`config.mk`:
```
export PLATFORM = sky130hd
export DESIGN_NAME = treasure_result_tx_flat
export DESIGN_NICKNAME = d
export VERILOG_FILES = /design/src/rtl/treasure_result_tx_if.sv /design/src/rtl/treasure_result_tx.sv /design/src/flat_wrapper.sv
export SDC_FILE = /design/constraint.sdc
export NUM_CORES = 1
export LEC_CHECK = 0
export ABC_AREA = 1
export BUFFER_PORTS_ARGS = -buffer_cell sky130_fd_sc_hd__buf_2
export CORE_MARGIN = 1.5
export CORE_UTILIZATION = 45
export DETAILED_ROUTE_END_ITERATION = 10
export PLACE_DENSITY_LB_ADDON = 0.25
export SYNTH_ARGS = -nofsm -noshare
export SYNTH_HDL_FRONTEND = slang
export SYNTH_SLANG_ARGS = --single-unit
```
`constraint.sdc`:
```
create_clock -name CLK -period 2.8 [get_ports CLK]
set_input_delay 0.28 -clock CLK [delete_from_list [all_inputs] [get_ports CLK]]
set_output_delay 0.28 -clock CLK [all_outputs]
set_load 0.005 [all_outputs]
```
`src/rtl/treasure_result_tx_if.sv`:
```
// -----------------------------------------------------------------------------
// treasure_result_tx_if
// Two-wire clocked serial link between the FPGA treasure-result transmitter
// and the Arduino, plus the Arduino's request line and the transmitter's
// busy indication.
//
// Signals:
//   REQ       Arduino -> FPGA  request; asynchronous level, rising edge asks
//                              for one message
//   SER_CLK   FPGA -> Arduino  serial clock; Arduino samples on rising edge
//   SER_DATA  FPGA -> Arduino  serial data
//   BUSY      FPGA -> Arduino  high while a message or post-message gap runs
//
// Modports:
//   master  transmitter side (FPGA)
//   slave   receiver side (Arduino / testbench)
// -----------------------------------------------------------------------------
interface treasure_result_tx_if;
  logic REQ;
  logic SER_CLK;
  logic SER_DATA;
  logic BUSY;

  modport master (
    input  REQ,
    output SER_CLK,
    output SER_DATA,
    output BUSY
  );

  modport slave (
    output REQ,
    input  SER_CLK,
    input  SER_DATA,
    input  BUSY
  );
endinterface : treasure_result_tx_if

```
`src/rtl/treasure_result_tx.sv`:
```
// -----------------------------------------------------------------------------
// treasure_result_tx
// Transmit end of the per-frame treasure classification. RESULT/SHAPE are
// sampled once per frame (one cycle after the VGA_VSYNC_NEG falling edge),
// debounced over STABLE_FRAMES identical frames into CODE, and shifted to the
// Arduino over SER_CLK/SER_DATA whenever the Arduino raises REQ.
//
// Message (MSB first): start bit 1, CODE[3:0], parity (odd over code + parity).
// Optional build macro TX_FRAME_TAG_EN inserts a 3-bit rolling message tag
// between CODE[0] and the parity bit (parity then also covers the tag).
//
// Parameters:
//   STABLE_FRAMES  identical frame samples needed before CODE updates (1..15)
//   BIT_CYCLES     CLK cycles per SER_CLK half-period and gap length (>=2)
//
// Ports:
//   CLK            system clock
//   RESET          synchronous, active-high reset
//   VGA_VSYNC_NEG  frame sync; falling edge marks a frame boundary
//   RESULT[1:0]    colour code (00 none, 01 red, 10 blue)
//   SHAPE[1:0]     shape code (11 triangle, 10 square, 01 diamond, 00 none)
//   CODE_VALID     a stable code has been captured since reset
//   CODE[3:0]      last stable code {RESULT, SHAPE}
//   ser            serial link interface (master side: REQ in,
//                  SER_CLK/SER_DATA/BUSY out)
// -----------------------------------------------------------------------------
module treasure_result_tx #(
  parameter int STABLE_FRAMES = 3,
  parameter int BIT_CYCLES    = 25
) (
  input  logic                        CLK,
  input  logic                        RESET,
  input  logic                        VGA_VSYNC_NEG,
  input  logic [1:0]                  RESULT,
  input  logic [1:0]                  SHAPE,
  output logic                        CODE_VALID,
  output logic [3:0]                  CODE,
  treasure_result_tx_if.master        ser
);

`ifdef TX_FRAME_TAG_EN
  localparam int MSG_LEN = 9;
`else
  localparam int MSG_LEN = 6;
`endif

  localparam int              CNT_W      = $clog2(BIT_CYCLES) + 1;
  localparam logic [CNT_W-1:0] CNT_RELOAD = CNT_W'(BIT_CYCLES - 1);
  localparam logic [3:0]      STABLE_MAX = 4'(STABLE_FRAMES);
  localparam logic [3:0]      LAST_BIT   = 4'(MSG_LEN - 1);

  typedef enum logic [1:0] {
    S_IDLE,
    S_SHIFT,
    S_GAP
  } state_e;

  // ---------------------------------------------------------------------------
  // Frame sampling and debounce
  // ---------------------------------------------------------------------------
  logic       vsync_q, vsync_d;
  logic       sample_pending_q, sample_pending_d;
  logic [3:0] prev_cand_q, prev_cand_d;
  logic [3:0] stable_cnt_q, stable_cnt_d;
  logic [3:0] code_q, code_d;
  logic       code_valid_q, code_valid_d;
  logic [3:0] cand;

  // NOTE: every always_comb output gets a default first so no path leaves it
  // unassigned; otherwise synthesis infers a latch to hold the old value.
  always_comb begin
    vsync_d          = VGA_VSYNC_NEG;
    // The image processor updates RESULT/SHAPE on the falling edge itself, so
    // the sample is deferred by one cycle.
    sample_pending_d = vsync_q & ~VGA_VSYNC_NEG;
    cand             = (RESULT == 2'b00) ? 4'b0000 : {RESULT, SHAPE};
    prev_cand_d      = prev_cand_q;
    stable_cnt_d     = stable_cnt_q;
    code_d           = code_q;
    code_valid_d     = code_valid_q;

    if (sample_pending_q) begin
      if (cand == prev_cand_q) begin
        if (stable_cnt_q < STABLE_MAX) begin
          stable_cnt_d = stable_cnt_q + 4'd1;
        end
      end else begin
        prev_cand_d  = cand;
        stable_cnt_d = 4'd1;
      end
      // Decision uses the updated count so CODE lands in the cycle after
      // the sample, two cycles after the VSYNC edge.
      if (stable_cnt_d >= STABLE_MAX) begin
        code_d       = cand;
        code_valid_d = 1'b1;
      end
    end
  end

  // NOTE: sequential state uses non-blocking assignments so every flop
  // samples pre-edge values regardless of statement order.
  always_ff @(posedge CLK) begin
    if (RESET) begin
      vsync_q          <= 1'b0;
      sample_pending_q <= 1'b0;
      prev_cand_q      <= 4'b0000;
      stable_cnt_q     <= 4'd0;
      code_q           <= 4'b0000;
      code_valid_q     <= 1'b0;
    end else begin
      vsync_q          <= vsync_d;
      sample_pending_q <= sample_pending_d;
      prev_cand_q      <= prev_cand_d;
      stable_cnt_q     <= stable_cnt_d;
      code_q           <= code_d;
      code_valid_q     <= code_valid_d;
    end
  end

  assign CODE       = code_q;
  assign CODE_VALID = code_valid_q;

  // ---------------------------------------------------------------------------
  // REQ synchronizer and rising-edge detect
  // ---------------------------------------------------------------------------
  logic req_s1_q, req_s2_q, req_dly_q;
  logic req_rise;

  always_ff @(posedge CLK) begin
    if (RESET) begin
      req_s1_q  <= 1'b0;
      req_s2_q  <= 1'b0;
      req_dly_q <= 1'b0;
    end else begin
      req_s1_q  <= ser.REQ;
      req_s2_q  <= req_s1_q;
      req_dly_q <= req_s2_q;
    end
  end

  assign req_rise = req_s2_q & ~req_dly_q;

  // ---------------------------------------------------------------------------
  // Transmit FSM
  // ---------------------------------------------------------------------------
  state_e             state_q, state_d;
  logic [CNT_W-1:0]   cnt_q, cnt_d;
  logic               phase_q, phase_d;      // 0: SER_CLK low half, 1: high half
  logic [3:0]         bit_idx_q, bit_idx_d;
  logic [MSG_LEN-1:0] msg_q, msg_d;          // MSB is the bit on the wire
  logic [MSG_LEN-1:0] msg_new;
  logic [3:0]         snap;
  logic               ser_clk_q, ser_clk_d;
  logic               ser_data_q, ser_data_d;
  logic               busy_q, busy_d;

  assign snap = code_valid_q ? code_q : 4'b0000;

`ifdef TX_FRAME_TAG_EN
  logic [2:0] tag_q, tag_d;
  assign msg_new = {1'b1, snap, tag_q, ~^{snap, tag_q}};
`else
  assign msg_new = {1'b1, snap, ~^snap};
`endif

  always_comb begin
    state_d   = state_q;
    cnt_d     = cnt_q;
    phase_d   = phase_q;
    bit_idx_d = bit_idx_q;
    msg_d     = msg_q;
`ifdef TX_FRAME_TAG_EN
    tag_d     = tag_q;
`endif

    unique case (state_q)
      S_IDLE: begin
        // Edges arriving while busy are simply not looked at here: dropped.
        if (req_rise) begin
          state_d   = S_SHIFT;
          cnt_d     = CNT_RELOAD;
          phase_d   = 1'b0;
          bit_idx_d = 4'd0;
          msg_d     = msg_new;
        end
      end
      S_SHIFT: begin
        if (cnt_q != '0) begin
          cnt_d = cnt_q - 1'b1;
        end else begin
          cnt_d = CNT_RELOAD;
          if (!phase_q) begin
            phase_d = 1'b1;
          end else if (bit_idx_q == LAST_BIT) begin
            state_d = S_GAP;
          end else begin
            phase_d   = 1'b0;
            bit_idx_d = bit_idx_q + 4'd1;
            msg_d     = {msg_q[MSG_LEN-2:0], 1'b0};
          end
        end
      end
      S_GAP: begin
        if (cnt_q != '0) begin
          cnt_d = cnt_q - 1'b1;
        end else begin
          state_d = S_IDLE;
`ifdef TX_FRAME_TAG_EN
          tag_d   = tag_q + 3'd1;
`endif
        end
      end
      default: state_d = S_IDLE;
    endcase

    // Outputs are registered from the next state so the pins change exactly
    // on the phase boundaries and never glitch.
    ser_clk_d  = (state_d == S_SHIFT) && phase_d;
    ser_data_d = (state_d == S_SHIFT) ? msg_d[MSG_LEN-1] : 1'b0;
    busy_d     = (state_d != S_IDLE);
  end

  always_ff @(posedge CLK) begin
    if (RESET) begin
      state_q    <= S_IDLE;
      cnt_q      <= '0;
      phase_q    <= 1'b0;
      bit_idx_q  <= 4'd0;
      msg_q      <= '0;
      ser_clk_q  <= 1'b0;
      ser_data_q <= 1'b0;
      busy_q     <= 1'b0;
`ifdef TX_FRAME_TAG_EN
      tag_q      <= 3'b000;
`endif
    end else begin
      state_q    <= state_d;
      cnt_q      <= cnt_d;
      phase_q    <= phase_d;
      bit_idx_q  <= bit_idx_d;
      msg_q      <= msg_d;
      ser_clk_q  <= ser_clk_d;
      ser_data_q <= ser_data_d;
      busy_q     <= busy_d;
`ifdef TX_FRAME_TAG_EN
      tag_q      <= tag_d;
`endif
    end
  end

  assign ser.SER_CLK  = ser_clk_q;
  assign ser.SER_DATA = ser_data_q;
  assign ser.BUSY     = busy_q;

endmodule : treasure_result_tx
```
`src/flat_wrapper.sv`:
```
// flat-port wrapper written by rule: the top's interface ports become plain ports
module treasure_result_tx_flat 
#(
  parameter int STABLE_FRAMES = 3,
  parameter int BIT_CYCLES    = 25
)
  (CLK, RESET, VGA_VSYNC_NEG, RESULT, SHAPE, CODE_VALID, CODE, ser_REQ, ser_SER_CLK, ser_SER_DATA, ser_BUSY);
  treasure_result_tx_if ser_i ();
  input  logic CLK;
  input  logic RESET;
  input  logic VGA_VSYNC_NEG;
  input  logic [1:0] RESULT;
  input  logic [1:0] SHAPE;
  output logic CODE_VALID;
  output logic [3:0] CODE;
  input wire logic [$bits(ser_i.REQ)-1:0] ser_REQ;
  output wire logic [$bits(ser_i.SER_CLK)-1:0] ser_SER_CLK;
  output wire logic [$bits(ser_i.SER_DATA)-1:0] ser_SER_DATA;
  output wire logic [$bits(ser_i.BUSY)-1:0] ser_BUSY;
  assign ser_i.REQ = ser_REQ;
  assign ser_SER_CLK = ser_i.SER_CLK;
  assign ser_SER_DATA = ser_i.SER_DATA;
  assign ser_BUSY = ser_i.BUSY;
  treasure_result_tx #(.STABLE_FRAMES(STABLE_FRAMES), .BIT_CYCLES(BIT_CYCLES)) u_core (.CLK(CLK), .RESET(RESET), .VGA_VSYNC_NEG(VGA_VSYNC_NEG), .RESULT(RESULT), .SHAPE(SHAPE), .CODE_VALID(CODE_VALID), .CODE(CODE), .ser(ser_i));
endmodule
```
==> flow_metrics.env <==
export IMPL_status="finished clean"
export IMPL_synth_top_cell_by_area="dfxtp_1"
export IMPL_drc=0
export IMPL_synth_area_sq_um=2120
export IMPL_portBuffers=15
export IMPL_fin_area_sq_um=2340
export IMPL_slew_headroom=0.497
export IMPL_synth_top_cells_by_area="dfxtp_1 (38%), nand2_1 (13%), nor2_1 (8.5%), inv_1 (8.1%), ha_1 (5.3%)"
export IMPL_initial_core_util=0.477
export IMPL_n_antenna_cell=0
export IMPL_syn_area_per_cell_sq_um=6.87
export IMPL_synth_top_area_share=0.377
export IMPL_layout_common_cells="nand2_1 (76), nor2_1 (48), inv_1 (46), dfxtp_1 (40), o21ai_0 (18)"
export IMPL_place_area_sq_um=2230
export IMPL_wire_per_inst_um=10.5
export IMPL_slew_violations=0
export IMPL_row_count=24
export IMPL_core_area_sq_um=4440
export IMPL_fin_skew_ns=0.00803
export IMPL_ys_types=31
export IMPL_cts_sinks=40
export IMPL_clockBufferDepth=2
export IMPL_cts_tree="built"
export IMPL_setup_tns_final_ns=0
export IMPL_p_per_area_nw_per_um2=532
export IMPL_first_pass_iters=6
export IMPL_ys_seq_area_frac=0.377
export IMPL_crit_fanout=13
export IMPL_post_place_ws_ns=0.923
export IMPL_nets=342
export IMPL_finalSetupViolCount=0
export IMPL_grt_pass1_vias=1644
export IMPL_finalHoldViolations=0
export IMPL_final_common_cell="nand2_1"
export IMPL_grt_max_degree=24
export IMPL_syn_to_final_growth_pct=10.3
export IMPL_period_needed_ns=1.90
export IMPL_rsz0062_at_grt="no"
export IMPL_arrival_ns=2.13
export IMPL_dr_first_iter_drc_count=79
export IMPL_fp_dieH_um=71.7
export IMPL_cts_made_buffers=5
export IMPL_grt_first_pass_wirelength_um=7160
export IMPL_timing_final_crit_share=0.678
export IMPL_fillCellCount=459
export IMPL_cp_end_kind="flop"
export IMPL_tightest_slew_ns=0.754
export IMPL_max_cap_violations=0
export IMPL_min_path_type="in2reg"
export IMPL_cts_root_buf="clkbuf_8"
export IMPL_antenna_found_initial=0
export IMPL_pin_count=16
export IMPL_vdd_drop_max_mv=0.296
export IMPL_holdBufCountCts=0
export IMPL_htree_levels=2
export IMPL_r2r_slack_ns=0.90
export IMPL_yosysWarnings=0
export IMPL_clk_latency_ns=0.30
export IMPL_place_gp_congestion=0.804
export IMPL_clkTransAtPathRegs_ns=0.08
export IMPL_routed_wl_um=3980
export IMPL_die_area_sq_um=5140
export IMPL_path_class="reg2reg"
export IMPL_drtAntennaViolNets=0
export IMPL_ys_ff_latch=40
export IMPL_start_kind="flop"
export IMPL_fmax_ghz=0.527
export IMPL_worstPathRequired_ns=3.03
export IMPL_postCtsSetupRepairBufs=0
export IMPL_vias_per_cell=4.85
export IMPL_power_leakage_nw=1.13
export IMPL_die_w_um=71.7
export IMPL_post_cts_resized=0
export IMPL_drive_gt1_frac=0.123
export IMPL_vias=1833
export IMPL_syn_nets=326
export IMPL_dp_hpwl_um=2850
export IMPL_track_usage=0.176
export IMPL_syn_instance_count=309
export IMPL_fin_ws_ns=0.903
export IMPL_overflow=0
## path summary, 6_finish.rpt
kind / startpoint / depth (start not counted) / end
worst min register to register: u_core.req_s1_q / 2 / u_core.req_s2_q
worst max-delay path: u_core.state_q[1] / 8 / u_core.cnt_q[2]
worst min-delay path: VGA_VSYNC_NEG / 2 / u_core.sample_pending_q
worst max register to register: u_core.state_q[1] / 8 / u_core.cnt_q[2]
## power breakdown
group          internal [W]  total (W)  leakage [nW]  switching, W
sequential         0.000592   0.000608         0.325     0.0000161
clock              0.000264   0.000476        0.0541      0.000212
combinational     0.0000540   0.000162         0.751      0.000108
total              0.000909    0.00125          1.13      0.000336
## logic make-up (layout without fill, tap and decap cells)
| kind of cell | Yosys count | after routing | synth area share |
|---|---|---|---|
| buffers and inverters | 56 | 73 | 0.104 |
| xor gates and xnor gates | 3 | 3 | 0.0124 |
| and+or+nand+nor | 158 | 158 | 0.335 |
| AOI/OAI and AO/OA | 43 | 43 | 0.117 |
| DFF | 40 | 40 | 0.377 |
| adders and majority gates | 9 | 9 | 0.0531 |
## cell usage after synthesis
library cell,instances
clkbuf_1,2
o31ai_1,1
nor2_4,1
o21bai_1,1
buf_6,1
a21boi_1,1
nor2_1,48
nor3_1,5
ha_1,9
dfxtp_1,40
nand4_4,1
a21oi_2,2
buf_2,3
o21ai_4,1
inv_2,4
nand2_1,76
nand2_2,3
nor2_2,1
xnor2_1,1
o21ai_0,18
xor2_1,2
nor2_8,1
o2111ai_1,1
nand3b_1,2
nand3_4,2
inv_1,46
nand3_1,15
o21ai_2,1
o21ai_1,2
a21oi_1,15
nand4_1,3
## stage by stage
| stage | util | power [W] | cells | hold slack (ns) |
|---|---|---|---|---|
| detailed placement | 0.501 | 0.000782 | 370 | 0.405 |
| finish | 0.526 | 0.00125 | 378 | 0.135 |
| global route | 0.526 | 0.00131 | 378 | 0.137 |
| floorplan | - | 0.000749 | 309 | 0.349 |
| global placement | 0.501 | 0.000779 | 370 | 0.391 |
| CTS | 0.526 | 0.00126 | 378 | 0.127 |
## routing by layer
layer  share of wire  GRT usage  vias up
li1                -          -      992
met1            0.48      0.220      810
met2            0.47      0.290       25
met3           0.038     0.0520        6
met4           0.014     0.0566        0
met5               0          0        -
## worst max-delay path, stage by stage (launching register included)
cell and delay [ns]:
dfxtp_1 0.33, inv_1 0.09, ha_1 0.50, inv_1 0.22, o21ai_0 0.35, nand2_1 0.08, nand2_1 0.08, nand3_1 0.07
nor2_1 0.10
## layout make-up
cell class                      count  area, sq um  area share
Sequential cell                    40          801       0.342
Clock buffer                        5         68.8      0.0294
Multi-Input combinational cell    213         1100       0.470
Inverter                           50          188      0.0802
Timing Repair Buffer               15         75.1      0.0321
Clock inverter                      3         42.5      0.0182
Tap cell                           52         65.1      0.0278
## registers in the layout (all words and copies together), names as in the netlist
register	count
u_core.sample_pending_q	1
u_core.prev_cand_q	4
u_core.CODE	4
u_core.ser.BUSY	1
u_core.CODE_VALID	1
u_core.ser.SER_DATA	1
u_core.phase_q	1
u_core.stable_cnt_q	4
u_core.bit_idx_q	4
u_core.msg_q	6
u_core.req_dly_q	1
u_core.req_s2_q	1
u_core.ser.SER_CLK	1
u_core.vsync_q	1
u_core.cnt_q	6
u_core.state_q	2
u_core.req_s1_q	1
(Power assumes the default switching activity.)
